**src/rtl/nvmem_mon_pkg.sv**
```systemverilog
// rtl/nvmem_mon_pkg.sv - shared types and defaults for the NV-memory write-rate monitor
//
// Purpose: monitor FSM state encoding, region-index type and the default
// region map (region 0 = 16'hE000..16'hEFFF, region 1 = 16'hF000..16'hFFFF).
// Ports: none (package).
// Optional feature macro used by the importing files: NVMEM_MON_SLIDING_EN.

package nvmem_mon_pkg;

  localparam logic [0:0] ST_MONITOR = 1'b0;
  localparam logic [0:0] ST_HOLD    = 1'b1;

  typedef enum logic [0:0] {
    MONITOR = ST_MONITOR,
    HOLD    = ST_HOLD
  } mon_state_t;

  // Wide enough for the largest supported region count (8).
  typedef logic [2:0] region_idx_t;

  localparam int unsigned MAX_REGIONS = 8;

  localparam logic [31:0] DEF_REGION_BASE  = {16'hF000, 16'hE000};
  localparam logic [31:0] DEF_REGION_LIMIT = {16'hFFFF, 16'hEFFF};

endpackage

```
**src/rtl/nvmem_region_counter.sv**
```systemverilog
// rtl/nvmem_region_counter.sv - per-region saturating write counter with optional previous-window bucket
//
// Purpose: counts writes to one address region within the current window.
// Optional macro NVMEM_MON_SLIDING_EN adds a prev bucket holding the count
// of the previous window; the effective count then becomes cnt + prev.
// Ports:
//   clk      in  clock, rising edge
//   rst      in  synchronous active-high reset
//   inc      in  one write to this region in the current cycle
//   roll     in  window boundary: move count into prev, clear count
//   clr      in  clear count and prev (monitor trip)
//   eff_next out effective count including this cycle's write (CNT_W+1 bits)

module nvmem_region_counter
  import nvmem_mon_pkg::*;
#(
  parameter int CNT_W = 8
) (
  input  logic             clk,
  input  logic             rst,
  input  logic             inc,
  input  logic             roll,
  input  logic             clr,
  output logic [CNT_W:0]   eff_next
);

  localparam logic [CNT_W-1:0] CNT_MAX = '1;

  logic [CNT_W-1:0] cnt;
  logic [CNT_W-1:0] cnt_next;

  // Saturate instead of wrapping so a flood of writes can never look small.
  always_comb begin
    cnt_next = cnt;
    if (inc && (cnt != CNT_MAX)) begin
      cnt_next = cnt + CNT_W'(1);
    end
  end

  always_ff @(posedge clk) begin
    if (rst || clr) begin
      cnt <= '0;
    end else if (roll) begin
      cnt <= '0;
    end else begin
      cnt <= cnt_next;
    end
  end

`ifdef NVMEM_MON_SLIDING_EN
  logic [CNT_W-1:0] prev;

  // A write in the boundary cycle belongs to the ending window, so prev
  // takes cnt_next rather than cnt.
  always_ff @(posedge clk) begin
    if (rst || clr) begin
      prev <= '0;
    end else if (roll) begin
      prev <= cnt_next;
    end
  end

  assign eff_next = {1'b0, cnt_next} + {1'b0, prev};
`else
  assign eff_next = {1'b0, cnt_next};
`endif

endmodule

```
**src/rtl/nvmem_rate_monitor.sv**
```systemverilog
// rtl/nvmem_rate_monitor.sv - windowed per-region NV-memory write-rate monitor with reset request
//
// Purpose: counts data-memory writes per address region over fixed windows
// and requests a system reset for RESET_CYCLES cycles when any region
// reaches WRITE_THRESHOLD writes. Optional macro NVMEM_MON_SLIDING_EN
// enables the two-window sliding count (cnt + prev).
// Ports:
//   clk          in  clock, rising edge
//   rst          in  synchronous active-high reset
//   data_addr    in  data address, sampled when data_wen is high
//   data_wen     in  write enable, one write per high cycle
//   reset        out registered reset request
//   viol_region  out index of the region that caused the last trip (sticky)
//   window_tick  out high during the last cycle of each window

module nvmem_rate_monitor
  import nvmem_mon_pkg::*;
#(
  parameter int                            ADDR_W          = 16,
  parameter int                            NUM_REGIONS     = 2,
  parameter logic [NUM_REGIONS*ADDR_W-1:0] REGION_BASE     = DEF_REGION_BASE,
  parameter logic [NUM_REGIONS*ADDR_W-1:0] REGION_LIMIT    = DEF_REGION_LIMIT,
  parameter int                            WRITE_THRESHOLD = 10,
  parameter int                            WINDOW_SIZE     = 2000,
  parameter int                            RESET_CYCLES    = 4,
  parameter int                            CNT_W           = 8,
  localparam int                           IDX_W           = (NUM_REGIONS > 1) ? $clog2(NUM_REGIONS) : 1
) (
  input  logic              clk,
  input  logic              rst,
  input  logic [ADDR_W-1:0] data_addr,
  input  logic              data_wen,
  output logic              reset,
  output logic [IDX_W-1:0]  viol_region,
  output logic              window_tick
);

  localparam int WIN_W  = $clog2(WINDOW_SIZE);
  localparam int HOLD_W = (RESET_CYCLES > 1) ? $clog2(RESET_CYCLES) : 1;
  localparam logic [WIN_W-1:0]  LAST_WIN  = WIN_W'(WINDOW_SIZE - 1);
  localparam logic [HOLD_W-1:0] LAST_HOLD = HOLD_W'(RESET_CYCLES - 1);
  localparam logic [CNT_W:0]    THRESH    = (CNT_W+1)'(WRITE_THRESHOLD);

  mon_state_t        state;
  mon_state_t        state_next;
  logic [WIN_W-1:0]  win_cnt;
  logic [WIN_W-1:0]  win_next;
  logic [HOLD_W-1:0] hold_cnt;

  logic [NUM_REGIONS-1:0] hit;
  logic [NUM_REGIONS-1:0] inc;
  logic [NUM_REGIONS-1:0] over;
  logic [CNT_W:0]         eff [NUM_REGIONS];
  logic                   matched;
  logic                   trip;
  logic [IDX_W-1:0]       trip_idx;
  logic                   boundary;
  logic                   roll;

  // Region decode: lowest matching index takes the write, others ignore it.
  always_comb begin
    hit      = '0;
    inc      = '0;
    over     = '0;
    matched  = 1'b0;
    trip_idx = '0;
    for (int i = 0; i < NUM_REGIONS; i++) begin
      hit[i] = (data_addr >= REGION_BASE[i*ADDR_W +: ADDR_W]) &&
               (data_addr <= REGION_LIMIT[i*ADDR_W +: ADDR_W]);
      if (hit[i] && !matched) begin
        inc[i]  = data_wen && (state == MONITOR);
        matched = 1'b1;
      end
    end
    for (int i = NUM_REGIONS - 1; i >= 0; i--) begin
      over[i] = (state == MONITOR) && (eff[i] >= THRESH);
      if (over[i]) begin
        trip_idx = IDX_W'(i);
      end
    end
  end

  assign trip     = |over;
  assign boundary = (state == MONITOR) && (win_cnt == LAST_WIN);
  // A trip on the boundary cycle wins: counters are cleared, not rolled.
  assign roll     = boundary && !trip;

  for (genvar g = 0; g < NUM_REGIONS; g++) begin : g_region
    nvmem_region_counter #(
      .CNT_W (CNT_W)
    ) u_cnt (
      .clk      (clk),
      .rst      (rst),
      .inc      (inc[g]),
      .roll     (roll),
      .clr      (trip),
      .eff_next (eff[g])
    );
  end

  always_comb begin
    if ((state == HOLD) || trip || boundary) begin
      win_next = '0;
    end else begin
      win_next = win_cnt + WIN_W'(1);
    end
  end

  always_comb begin
    state_next = state;
    case (state)
      MONITOR: if (trip) state_next = HOLD;
      HOLD:    if (hold_cnt == LAST_HOLD) state_next = MONITOR;
      default: state_next = MONITOR;
    endcase
  end

  always_ff @(posedge clk) begin
    if (rst) begin
      state       <= MONITOR;
      hold_cnt    <= '0;
      win_cnt     <= '0;
      reset       <= 1'b0;
      window_tick <= 1'b0;
      viol_region <= '0;
    end else begin
      state       <= state_next;
      hold_cnt    <= ((state == HOLD) && (state_next == HOLD)) ? hold_cnt + HOLD_W'(1) : '0;
      win_cnt     <= win_next;
      reset       <= (state_next == HOLD);
      window_tick <= (win_next == LAST_WIN);
      if (trip) begin
        viol_region <= trip_idx;
      end
    end
  end

endmodule

```
**config.mk**
```make
export PLATFORM = sky130hd
export DESIGN_NAME = nvmem_rate_monitor
export DESIGN_NICKNAME = d
export VERILOG_FILES = /design/src/rtl/nvmem_mon_pkg.sv /design/src/rtl/nvmem_region_counter.sv /design/src/rtl/nvmem_rate_monitor.sv
export SDC_FILE = /design/constraint.sdc
export NUM_CORES = 1
export LEC_CHECK = 0
export CORE_MARGIN = 2
export CORE_UTILIZATION = 60
export CTS_BUF_LIST = sky130_fd_sc_hd__clkbuf_16
export CTS_CLUSTER_DIAMETER = 200
export DETAILED_ROUTE_END_ITERATION = 10
export PLACE_DENSITY = 0.92
export SYNTH_ARGS = -nofsm -noshare
export SYNTH_HDL_FRONTEND = slang
export SYNTH_SLANG_ARGS = --single-unit
```
**constraint.sdc**
```tcl
create_clock -name clk -period 5.52 [get_ports clk]
set_input_delay 0.552 -clock clk [delete_from_list [all_inputs] [get_ports clk]]
set_output_delay 0.552 -clock clk [all_outputs]
set_load 0.05 [all_outputs]
```
==> run_results.csv <==
group,metric,value,unit
outcome,status,"completed",
clock_network,post_cts_buffers,0,
clock_network,clk_latency,0.28,ns
floorplanning,rows,20,
synth,synth_xor_xnor_area_share,0.07292,
synth,synth.cell_area,1922,um2
synth,synthMuxAreaShare,0.06901,
placement,gp_congestion,0.8423,
global_route,grt_max_degree,22,
drt,first_pass_iters,4,
timing,fin_crit_sh,0.6134,
synth,ys_seq_area_frac,0.3333,
worst_hold_path,hold_depth,1,
timing,setup_viol,0,
drt,drtAntennaViolNets,0,
cells_and_area,areaGrowthSynthToFinish,13.35,%
power,power.total,0.0005587,W
worst_hold_path,worstHoldEndpoint,"hold_cnt[0]",
clock_network,h-tree-depth,2,
job,cap_viol_max_count,0,
clock_network,clk_path_buf_depth,2,
global_route,grt_use_total,0.2441,
timing,finalCriticalPeriod,3.386,ns
worst_hold_path,hp-class,"register to register",
timing,fin_worst_skew,0.003307,ns
synth,synth_fa_ha_area_frac,0.02604,
drt,route.detailed.drc,0,
setup_path,slowest_delay,0.69,ns
floorplanning,dieArea,3672,um2
clock_network,clkTransAtPathRegs,0.05,ns
synth,synthCells,225,
timing,finalMaxSlewViolations,0,
global_route,antenna_found_initial,0,
power,cellPowerDensity,256.5,nW/um2
clock_network,cts_tree,"yes",
synth,ys.flop_type,"dfxtp_1",
worst_hold_path,hp-start,"hold_cnt[0]",
floorplanning,die_w,60.60,um
drt,viasPerCell,6.197,
timing,tightest_slew,1.066,ns
setup_path,cp_slowest_cell,"nand3_1",
synth,ys_top_cells_by_count,"dfxtp_1 (32), nand2_1 (23), nor2_1 (18), nand4_1 (14)",
setup_path,rrSetupSlack,2.21,ns
placement,place_area,2014,um2
drt,vias,1698,
floorplanning,ios,22,
floorplanning,fp.dieH,60.60,um
floorplanning,initial_core_util,0.6295,
global_route,grt-ovfl-total,0,
cells_and_area,stdcell_area,2178,um2
setup_path,critical_path_required,5.67,ns
global_route,grt_pass1_vias,1533,
setup_path,path_buf_inv,1,
timing,finalHoldViolations,0,
cells_and_area,nets,252,
timing,setup_tns,0,ns
synth,synth.most_common_cell,"dfxtp_1",
synth,yosysWarnings,0,
setup_path,cp_top_family,"compound AO/OA/AOI/OAI gates",
setup_path,regToRegStartpoint,"state",
setup_path,r2r_end,"win_cnt[4]",
synth,syn_nets,248,
drt,drt_wl_total,4.137,mm
cells_and_area,drive_above_1_share,0.1087,
setup_path,worst-r2r-cell-count,6,
placement,hpwl,2.819,mm
setup_path,start_kind,"primary input",
synth,synth_top_area_cell,"dfxtp_1",
power,ir_worst_vdd,0.2689,mV
synth,avgSynthCellArea,8.542,um2
power,p_leak,0.7435,nW
synth,synth_top_family_by_area,"simple AND/OR/NAND/NOR gates",
cells_and_area,n_antenna_cell,0,
synth,ys_ff_latch,32,
setup_path,worst-path-max-fanout,12,
synth,synthTopCellsByArea,"dfxtp_1 (33%), mux2i_1 (5.7%), nor4_2 (5.2%), nand4_1 (4.6%), nand2_1 (4.5%)",
setup_path,critical_path.endpoint_type,"register",
synth,synth_cell_types,46,
setup_path,critical_path_class,"primary input to register",
drt,first_iter_violations,98,
placement,port_buffers,9,
synth,synth_compound_area_frac,0.1081,
clock_network,cts_buffers,5,
synth,synthArstFlopShare,0,
floorplanning,core_area,3053,um2
synth,synth_edf_count,0,
clock_network,root_buffer,"clkbuf_16",
setup_path,cp_cell_sequence,"clkdlybuf4s50_1 -> and4b_1 -> o211ai_2 -> o21a_1 -> o22ai_1 -> nand3_1 -> a2111oi_0",
timing,slew_headroom,0.2893,
drt,wl_per_cell,15.10,um
timing,grt_setup_unrepaired,"false",
clock_network,cts.repair.resized,0,
clock_network,cts_sinks,32,
global_route,grt_pass1_wl,6.603,mm
synth,synth_top_area_share,0.3333,
timing,max_freq,295.3,MHz
synth,synth-simple-area-share,0.3444,
clock_network,hold_buffers,0,
setup_path,crit_arrival,3.53,ns
## how the worst max path moves through the flow
stage	to	startpoint	depth (start not counted)	slack [ns]
global placement	win_cnt[4]	data_addr[13]	7	1.95
finish	win_cnt[4]	data_addr[13]	7	2.13
detailed placement	win_cnt[4]	data_addr[13]	7	1.85
CTS	win_cnt[4]	data_addr[13]	7	2.14
global route	win_cnt[4]	data_addr[13]	7	1.83
floorplan	state	state	8	2.98
## through the flow
step | hold slack, ns | util | cells | setup slack (ns)
2_1_floorplan | 0.4043 | - | 225 | 2.976
3_3_place_gp | 0.4147 | 0.6598 | 266 | 1.947
3_5_place_dp | 0.4347 | 0.6598 | 266 | 1.855
4_1_cts | 0.4422 | 0.7135 | 274 | 2.135
5_1_grt | 0.4504 | 0.7135 | 274 | 1.834
6_report | 0.4394 | 0.7135 | 274 | 2.134
## sequential cells by signal, indices dropped and copies added (netlist names)
signal / flops
state: 1
viol_region: 1
g_region.u_cnt.cnt: 16
window_tick: 1
hold_cnt: 2
win_cnt: 11
## power by group
part | switching, W | leakage, nW | internal, W
registers | 0.00000187 | 0.258 | 0.000234
logic | 0.0000107 | 0.400 | 0.00000887
clock network | 0.0000938 | 0.0850 | 0.000210
## placed cells by master (no fill, tap or decap), drive strengths merged, types with 2 or more instances in the layout
cell type      instances
dfxtp                 32
nand2                 23
nor2                  18
nand4                 15
nor4                  13
nand3                 12
o21ai                 12
mux2i                 11
inv                    9
xor2                   9
clkdlybuf4s50          9
xnor2                  7
nor3                   6
clkbuf                 5
and4                   4
nand2b                 4
and3                   4
ha                     4
a41oi                  3
or3                    2
nor3b                  2
or2                    2
o21a                   2
a31oi                  2
mux2                   2
## layout make-up
cell class / instances / area, um2
fillers: 244 / 874.6
flip-flops and latches: 32 / 640.6
well taps: 44 / 55.05
multi-input cells: 173 / 1199
inverters: 8 / 30.03
clock buffers: 5 / 125.1
clock inverters: 3 / 38.79
repair buffers: 9 / 90.09
## cells by family (layout without fill, tap and decap cells)
logic type | after synthesis | after routing
flops | 32 | 32
buf+inv | 20 | 25
xor+xnor | 16 | 16
mux | 13 | 13
compound gates | 29 | 29
fa+ha+maj | 4 | 4
simple gates | 111 | 111
## per-layer routing
| layer | track usage | share of wire | vias up |
|---|---|---|---|
| met3 | 0.07249 | 0.045 | 7 |
| met4 | 0.09006 | 0.015 | 0 |
| met2 | 0.3902 | 0.49 | 42 |
| met1 | 0.3127 | 0.45 | 808 |
| li1 | - | - | 841 |
| met5 | 0 | 0 | - |
(Power assumes the default switching activity.)
